<file path="src/rtl/conv_stream_kxk_pkg.sv">
// Shared constants and width helpers for the streaming KxK convolution engine.
package conv_stream_kxk_pkg;

    localparam int CLAMP_RAW = 0;
    localparam int CLAMP_SAT = 1;

    function automatic int clog2(input int v);
        int r;
        r = 0;
        while ((1 << r) < v) r = r + 1;
        return r;
    endfunction

    // Index/counter width that never collapses to zero bits.
    function automatic int bits_for(input int n);
        return (n > 1) ? clog2(n) : 1;
    endfunction

    function automatic int acc_width(input int dw, input int cw, input int k);
        return dw + cw + clog2(k * k) + 1;
    endfunction

endpackage

</file>
<file path="src/rtl/conv_row_delay.sv">
// Enable-gated register line carrying partial sums from one kernel row to the next.
module conv_row_delay #(
    parameter int DEPTH = 1,
    parameter int W     = 8
) (
    input  logic         clk,
    input  logic         reset,
    input  logic         en,
    input  logic [W-1:0] d,
    output logic [W-1:0] q
);

    generate
        if (DEPTH == 0) begin : g_wire
            logic unused_ok;
            assign unused_ok = clk ^ reset ^ en;
            assign q = d;
        end else begin : g_line
            logic [W-1:0] sr [DEPTH];

            always_ff @(posedge clk or negedge reset) begin
                if (!reset) begin
                    for (int k = 0; k < DEPTH; k++) sr[k] <= '0;
                end else if (en) begin
                    sr[0] <= d;
                    for (int k = 1; k < DEPTH; k++) sr[k] <= sr[k-1];
                end
            end

            assign q = sr[DEPTH-1];
        end
    endgenerate

endmodule

</file>
<file path="src/rtl/conv_stream_kxk.sv">
// Streaming KxK convolution: each accepted pixel is broadcast to a transposed MAC
// array whose rows are linked by delay lines so the last stage emits a full window sum.
module conv_stream_kxk
    import conv_stream_kxk_pkg::*;
#(
    parameter int IMG_W = 28,
    parameter int IMG_H = 28,
    parameter int K     = 3,
    parameter int DW    = 8,
    parameter int CW    = 8,
    parameter int AW    = acc_width(DW, CW, K),
    parameter int CLAMP = CLAMP_RAW
) (
    input  logic                        clk,
    input  logic                        reset,
    input  logic [DW-1:0]               in_pxl,
    input  logic                        in_valid,
    output logic                        in_ready,
    input  logic                        coef_we,
    input  logic [bits_for(K*K)-1:0]    coef_addr,
    input  logic signed [CW-1:0]        coef_data,
    output logic                        coef_busy,
    output logic signed [AW-1:0]        out_pxl,
    output logic                        out_valid,
    input  logic                        out_ready,
    output logic                        out_sof,
    output logic                        out_eol,
    output logic                        frame_done
);

    localparam int NC   = K * K;
    localparam int NACC = (NC > 1) ? NC - 1 : 1;
    localparam int CAW  = bits_for(NC);
    localparam int XW   = bits_for(IMG_W);
    localparam int YW   = bits_for(IMG_H);
    localparam int PW   = CW + DW + 1;
    localparam int CTR  = (K / 2) * K + (K / 2);
    localparam logic [CAW:0]         NC_V = (CAW + 1)'(NC);
    localparam logic signed [AW-1:0] PMAX = AW'((2 ** DW) - 1);

    logic [XW-1:0] col;
    logic [YW-1:0] row;
    logic          accept;
    logic          col_last;
    logic          row_last;
    logic          win_ok;
    logic          coef_wr;

    logic signed [CW-1:0] coef [NC];
    logic signed [AW-1:0] acc  [NACC];
    logic signed [AW-1:0] nxt  [NC];
    logic signed [AW-1:0] dl_q [K];
    logic signed [AW-1:0] res;

    // Handshakes: a transfer happens on a rising edge where valid and ready are both 1;
    // valid never waits on ready, and a pending output is held unchanged until taken.
    assign in_ready  = !out_valid || out_ready;
    assign accept    = in_valid && in_ready;
    assign col_last  = (col == XW'(IMG_W - 1));
    assign row_last  = (row == YW'(IMG_H - 1));
    assign win_ok    = (row >= YW'(K - 1)) && (col >= XW'(K - 1));
    assign coef_busy = (col != '0) || (row != '0);
    // A write landing on the first pixel of a frame would change coefficients mid-window.
    assign coef_wr   = coef_we && !coef_busy && !accept && ({1'b0, coef_addr} < NC_V);

    always_ff @(posedge clk or negedge reset) begin
        if (!reset) begin
            for (int k = 0; k < NC; k++) coef[k] <= (k == CTR) ? CW'(1) : CW'(0);
        end else begin
            for (int k = 0; k < NC; k++) begin
                if (coef_wr && coef_addr == CAW'(k)) coef[k] <= coef_data;
            end
        end
    end

    assign dl_q[0] = '0;

    generate
        for (genvar gi = 0; gi < K; gi++) begin : g_row
            if (gi > 0) begin : g_dl
                conv_row_delay #(
                    .DEPTH(IMG_W - K),
                    .W    (AW)
                ) u_dl (
                    .clk  (clk),
                    .reset(reset),
                    .en   (accept),
                    .d    (acc[gi*K-1]),
                    .q    (dl_q[gi])
                );
            end

            for (genvar gj = 0; gj < K; gj++) begin : g_col
                localparam int N = gi * K + gj;
                logic signed [AW-1:0] prev;
                logic signed [PW-1:0] prod;

                if (gj == 0) begin : g_head
                    assign prev = dl_q[gi];
                end else begin : g_link
                    assign prev = acc[N-1];
                end

                assign prod   = $signed({1'b0, in_pxl}) * coef[N];
                assign nxt[N] = prev + AW'(prod);

                // The final stage feeds the output register directly instead of its own reg.
                if (N < NC - 1) begin : g_reg
                    logic signed [AW-1:0] r;
                    always_ff @(posedge clk or negedge reset) begin
                        if (!reset)      r <= '0;
                        else if (accept) r <= nxt[N];
                    end
                    assign acc[N] = r;
                end
            end
        end

        if (NC == 1) begin : g_single
            assign acc[0] = '0;
        end
    endgenerate

    always_comb begin
        res = nxt[NC-1];
        if (CLAMP == CLAMP_SAT) begin
            if (nxt[NC-1][AW-1])       res = '0;
            else if (nxt[NC-1] > PMAX) res = PMAX;
        end
    end

    always_ff @(posedge clk or negedge reset) begin
        if (!reset) begin
            col        <= '0;
            row        <= '0;
            out_pxl    <= '0;
            out_valid  <= 1'b0;
            out_sof    <= 1'b0;
            out_eol    <= 1'b0;
            frame_done <= 1'b0;
        end else begin
            frame_done <= accept && row_last && col_last;

            if (accept) begin
                if (col_last) begin
                    col <= '0;
                    row <= row_last ? '0 : row + YW'(1);
                end else begin
                    col <= col + XW'(1);
                end
            end

            if (accept && win_ok) begin
                out_valid <= 1'b1;
                out_pxl   <= res;
                out_sof   <= (row == YW'(K - 1)) && (col == XW'(K - 1));
                out_eol   <= col_last;
            end else if (out_ready) begin
                out_valid <= 1'b0;
                out_sof   <= 1'b0;
                out_eol   <= 1'b0;
            end
        end
    end

endmodule

</file>
<file path="config.mk">
export PLATFORM = sky130hd
export DESIGN_NAME = conv_stream_kxk
export DESIGN_NICKNAME = d
export VERILOG_FILES = /design/src/rtl/conv_stream_kxk_pkg.sv /design/src/rtl/conv_row_delay.sv /design/src/rtl/conv_stream_kxk.sv
export SDC_FILE = /design/constraint.sdc
export NUM_CORES = 2
export LEC_CHECK = 0
export CAP_MARGIN = 20
export CORE_MARGIN = 8
export CORE_UTILIZATION = 40
export CTS_CLUSTER_SIZE = 12
export DETAILED_ROUTE_END_ITERATION = 8
export REMOVE_ABC_BUFFERS = 1
export SLEW_MARGIN = 20
export SYNTH_ARGS = -nofsm -noshare
export SYNTH_HDL_FRONTEND = slang
export SYNTH_SLANG_ARGS = --single-unit
</file>
<file path="constraint.sdc">
create_clock -name clk -period 9.1 [get_ports clk]
set_clock_uncertainty 0.2 [all_clocks]
set_input_delay 1.365 -clock clk [delete_from_list [all_inputs] [get_ports clk]]
set_output_delay 1.365 -clock clk [all_outputs]
set_load 0.02 [all_outputs]
</file>
==> metrics list <==
- The flow ran to the end, and the final reports show no timing, DRC or antenna violations.
* Capturing element type of the critical path: register
- Commonest register cell after synthesis: sky130_fd_sc_hd__dfrtp_1
* Area fraction in compound gates after synthesis: about 4%
* Count of input and output buffers: between 50 and 60
- Post-synthesis average cell area: between 9 and 10 um2
- Max-cap violations in this run came to 0.
- TritonCTS clock tree: yes
* Placement Rows: about 160
- The final number of max-transition violations is 0.
- IR analysis of the VDD net gives a maximum drop of approximately 140 uV.
- The worst hold path belongs to the class register to register.
* Floorplan die height: roughly 450 um
* Mux share of post-synthesis cell area: approximately 1.3%
- Overflow left after global routing: 0
* Setup CP Type: input pin to register
* Crit path required time: 9470 ps
- For this design the static power due to leakage is roughly 46 nW.
- Via count of the first global-routing pass: 53899
- During synthesis, Yosys emitted a total of 0 warnings.
- Counting flops with a built-in enable in the synthesized netlist gives 0.
- After routing, the total negative slack on setup checks comes to 0 ps.
- The detailed router finished its first iteration with around 3400 violations.
* Post-route minimum period: approximately 6400 ps
- The total area inside the core boundary comes to roughly 190000 um2.
- Relative to the synthesized area, the layout overhead comes to 10.1%.
* Clock net sink count: about 1300
- By area the synthesized netlist is led by sky130_fd_sc_hd__dfrtp_1, sky130_fd_sc_hd__nand2_1, sky130_fd_sc_hd__fa_1.
- Register-to-register setup slack: 3060 ps
* Total number of vias: about 52000
* Cell count after synthesis: 8197
- Switching pwr: approximately 5.1 mW
- Combinational cell fraction of total power: 16.1%
- The initial antenna violation count came to 9.
* Ports: 52
- Across all hold checks on the routed design, the worst slack comes to 230 ps.
- Fraction of synthesized cell area in xor and xnor cells: under 10%
* Total clock buffers created by CTS: about 150
* Post-layout net count: 9104
- Simple-gate share of the synthesized area: between 20% and 30%
- Worst-case headroom to the max-slew limit: between 10% and 20%
- Per report_power, the sequential group accounts for a little under 50% of the total.
- Number of remaining DRC errors: 0
- The first detailed-routing pass took 5 iterations.
- Adder-cell area share of the yosys netlist: between 20% and 30%
- For this run, asynchronously set or reset flops after synthesis account for between 90% and 100%.
- At the pin with the least slew margin, the transition time is 1230 ps.
* Share of the cycle needed by the critical path after routing: a little over two thirds
- Syn Std Cell Area: 74400 um2
- Critical path data arrival time: 6810 ps
* Flops & latches, synth: between 1000 and 1500
* Avg WL per Cell: around 15 um
- Global routing consumed, on the met1 layer, between 20% and 30% of the routing resources.
- Placed cells: between 10000 and 15000
- Of the total power, the clock network draws about a third.
- Number of non-filler instances in the completed layout: about 11000
- Cell internal power was estimated by the tool at about 12 mW.
- Post-CTS repair changed the size of 0 cells.
- Clock-pin slew reported for the worst setup and hold paths after clock tree synthesis: 60 ps
- In the global route stage, overall resource usage came out at 16.5%.
- Insertion delay to the later sink of the worst-skew pair: 790 ps
* Number of buffers between clock root and the deepest sink: 3
* Last weighted congestion value of the routability-driven placer: about 0.83
* Number of hold buffers added after CTS: 0
- In this run the worst path has a maximum fanout of 34.
- Portion of synthesized cell area occupied by the leading cell type: 44.3%
* Total setup buffers inserted after CTS: 0
- Final setup violation count: 0
- Once the floorplan was initialized, standard cells occupied approximately 40% of the core.
- Nature of the critical path startpoint: input pin
- In the routed layout, each cell is associated on average with a via count of between 4 and 5.
- Count of cell types in the netlist: between 70 and 80
- GR Util met2: between 20 and 30%
* Pwr dens: slightly above 200 nW/um2
- Most utilized layer in the global route result: met2
- Leading post-synthesis cells by instance count: sky130_fd_sc_hd__nand2_1, sky130_fd_sc_hd__dfrtp_1, sky130_fd_sc_hd__inv_1
- Setup repair after global routing left no endpoint under its margin.
- The first global-routing pass estimated ~280000 um of wire.
- Share of post-route cells with drive strength above 1: under 10%
- Final Hold Viols: 0
* Detailed placer's ending HPWL: ~110000 um
- The final layout contains routed wiring with a total length of between 150000 and 200000 um.
* H-Tree Level Count: 4
- After synthesis, flip-flops and latches occupy 44.3% of the total area.
- Die footprint: 200000 um2
* Power after layout: 16.8 mW
- Summed over all instances, the cell type with the most area after synthesis is sky130_fd_sc_hd__dfrtp_1.
- Cell with the most instances after synthesis: sky130_fd_sc_hd__nand2_1
- Upper clock frequency limit: ~0.16 GHz
- Entering global routing, the biggest net connects about 250 pins.
- The floorplan step set the die width to 447 um.
- The cell sitting at the root of the clock tree is a sky130_fd_sc_hd__clkbuf_16.
- Net switching is 30.2% of the power.
- By area, the combinational part of the netlist is dominated by simple AND/OR/NAND/NOR gates.
- Once detail routing completed, the nets flagged for antenna violations numbered 0.
- Grt met3 use: 2.36%
-- per-layer routing --
layer / routed length (um) / share of wire, %
met1: 73900 / 46
met2: 77500 / 48
met3: 5950 / 3.7
met4: 4140 / 2.6
met5: 40 / 0.025
-- per-stage QoR --
step | instance area [um2] | utilization [%] | setup WS [ps]
2_1_floorplan | 73000 | - | -24180
3_3_place_gp | 77300 | 41.7 | 2010
3_5_place_dp | 77200 | 41.7 | 1940
4_1_cts | 81900 | 44.3 | 2780
5_1_grt | 81900 | 44.3 | 2350
6_report | 81900 | 44.3 | 2660
-- power by group through the flow --
| stage | sequential [mW] | clock (mW) | combinational [mW] |
|---|---|---|---|
| 2_1_floorplan | 8.17 | 0 | 2.30 |
| 6_report | 8.33 | 5.74 | 2.69 |
| 3_3_place_gp | 8.40 | 0 | 2.67 |
| 4_1_cts | 8.35 | 5.93 | 2.78 |
| 3_5_place_dp | 8.43 | 0 | 2.75 |
| 5_1_grt | 8.54 | 6.14 | 3.21 |
-- cell families after synthesis --
family / after synthesis
xor+xnor: 130
compound gates: 486
fa+ha+maj: 991
buf+inv: 1005
mux: 85
flops: 1318
simple gates: 4182
-- layout by cell type, fill, tap and decap left out, types with 30 or more instances in the layout --
master and count:
sky130_fd_sc_hd__clkbuf_16 145, sky130_fd_sc_hd__buf_4 51, sky130_fd_sc_hd__o21ai_0 224, sky130_fd_sc_hd__and2_1 262, sky130_fd_sc_hd__xor2_1 50, sky130_fd_sc_hd__nand2_1 3638
sky130_fd_sc_hd__dfrtp_1 1317, sky130_fd_sc_hd__a21o_1 30, sky130_fd_sc_hd__fa_1 449, sky130_fd_sc_hd__ha_1 542, sky130_fd_sc_hd__xnor2_1 80, sky130_fd_sc_hd__nor2_1 96
sky130_fd_sc_hd__inv_1 632, sky130_fd_sc_hd__a21oi_1 91, sky130_fd_sc_hd__nand2b_1 47, sky130_fd_sc_hd__clkbuf_1 36, sky130_fd_sc_hd__mux2_2 81, sky130_fd_sc_hd__clkdlybuf4s50_1 41
-- state kept, by name, indices dropped and copies added (netlist names) --
register / cells
coef: 72
col: 5
frame_done: 1
g_row.g_col.g_reg.r: 161
g_row.g_dl.u_dl.g_line.sr: 1008
g_row.g_dl.u_dl.q: 42
out_eol: 1
out_pxl: 21
out_sof: 1
out_valid: 1
row: 5
-- worst paths after layout --
| path | from | end | cells after the start |
|---|---|---|---|
| setup reg to reg | coef[31] | g_row[1].g_col[2].g_reg.r[18] | 17 |
| max in group asynchronous | reset | g_row[0].g_col[1].g_reg.r[13] | 3 |
| hold / removal | g_row[1].g_dl.u_dl.g_line.sr[505] | g_row[1].g_dl.u_dl.g_line.sr[484] | 2 |
| min in group asynchronous | reset | g_row[2].g_dl.u_dl.g_line.sr[293] | 1 |
| hold reg to reg | g_row[1].g_dl.u_dl.g_line.sr[505] | g_row[1].g_dl.u_dl.g_line.sr[484] | 2 |
| setup / recovery | in_pxl[0] | g_row[1].g_col[2].g_reg.r[17] | 17 |
-- final cells by class --
class                   instances  area (um2)
diodes                          3        7.51
clock buffers                 204        4080
clock inverters                38         572
fillers                     18033      103000
inverters                     636        2390
multi-input cells            5874       37700
flip-flops and latches       1318       33000
well taps                    2480        3100
repair buffers                113        1100
-- worst max-delay path, stage by stage --
cell	delay [ps]
sky130_fd_sc_hd__buf_2	480
sky130_fd_sc_hd__buf_4	500
sky130_fd_sc_hd__nand2b_1	190
sky130_fd_sc_hd__fa_1	430
sky130_fd_sc_hd__fa_1	490
sky130_fd_sc_hd__inv_1	50
sky130_fd_sc_hd__fa_1	450
sky130_fd_sc_hd__fa_1	510
sky130_fd_sc_hd__fa_1	420
sky130_fd_sc_hd__ha_1	320
sky130_fd_sc_hd__o21ai_0	140
sky130_fd_sc_hd__o211ai_1	190
sky130_fd_sc_hd__a221oi_1	520
sky130_fd_sc_hd__o21ai_0	180
sky130_fd_sc_hd__a21oi_1	210
sky130_fd_sc_hd__xor2_1	200
sky130_fd_sc_hd__o21ai_0	120
Power figures use the tool's default switching activity.
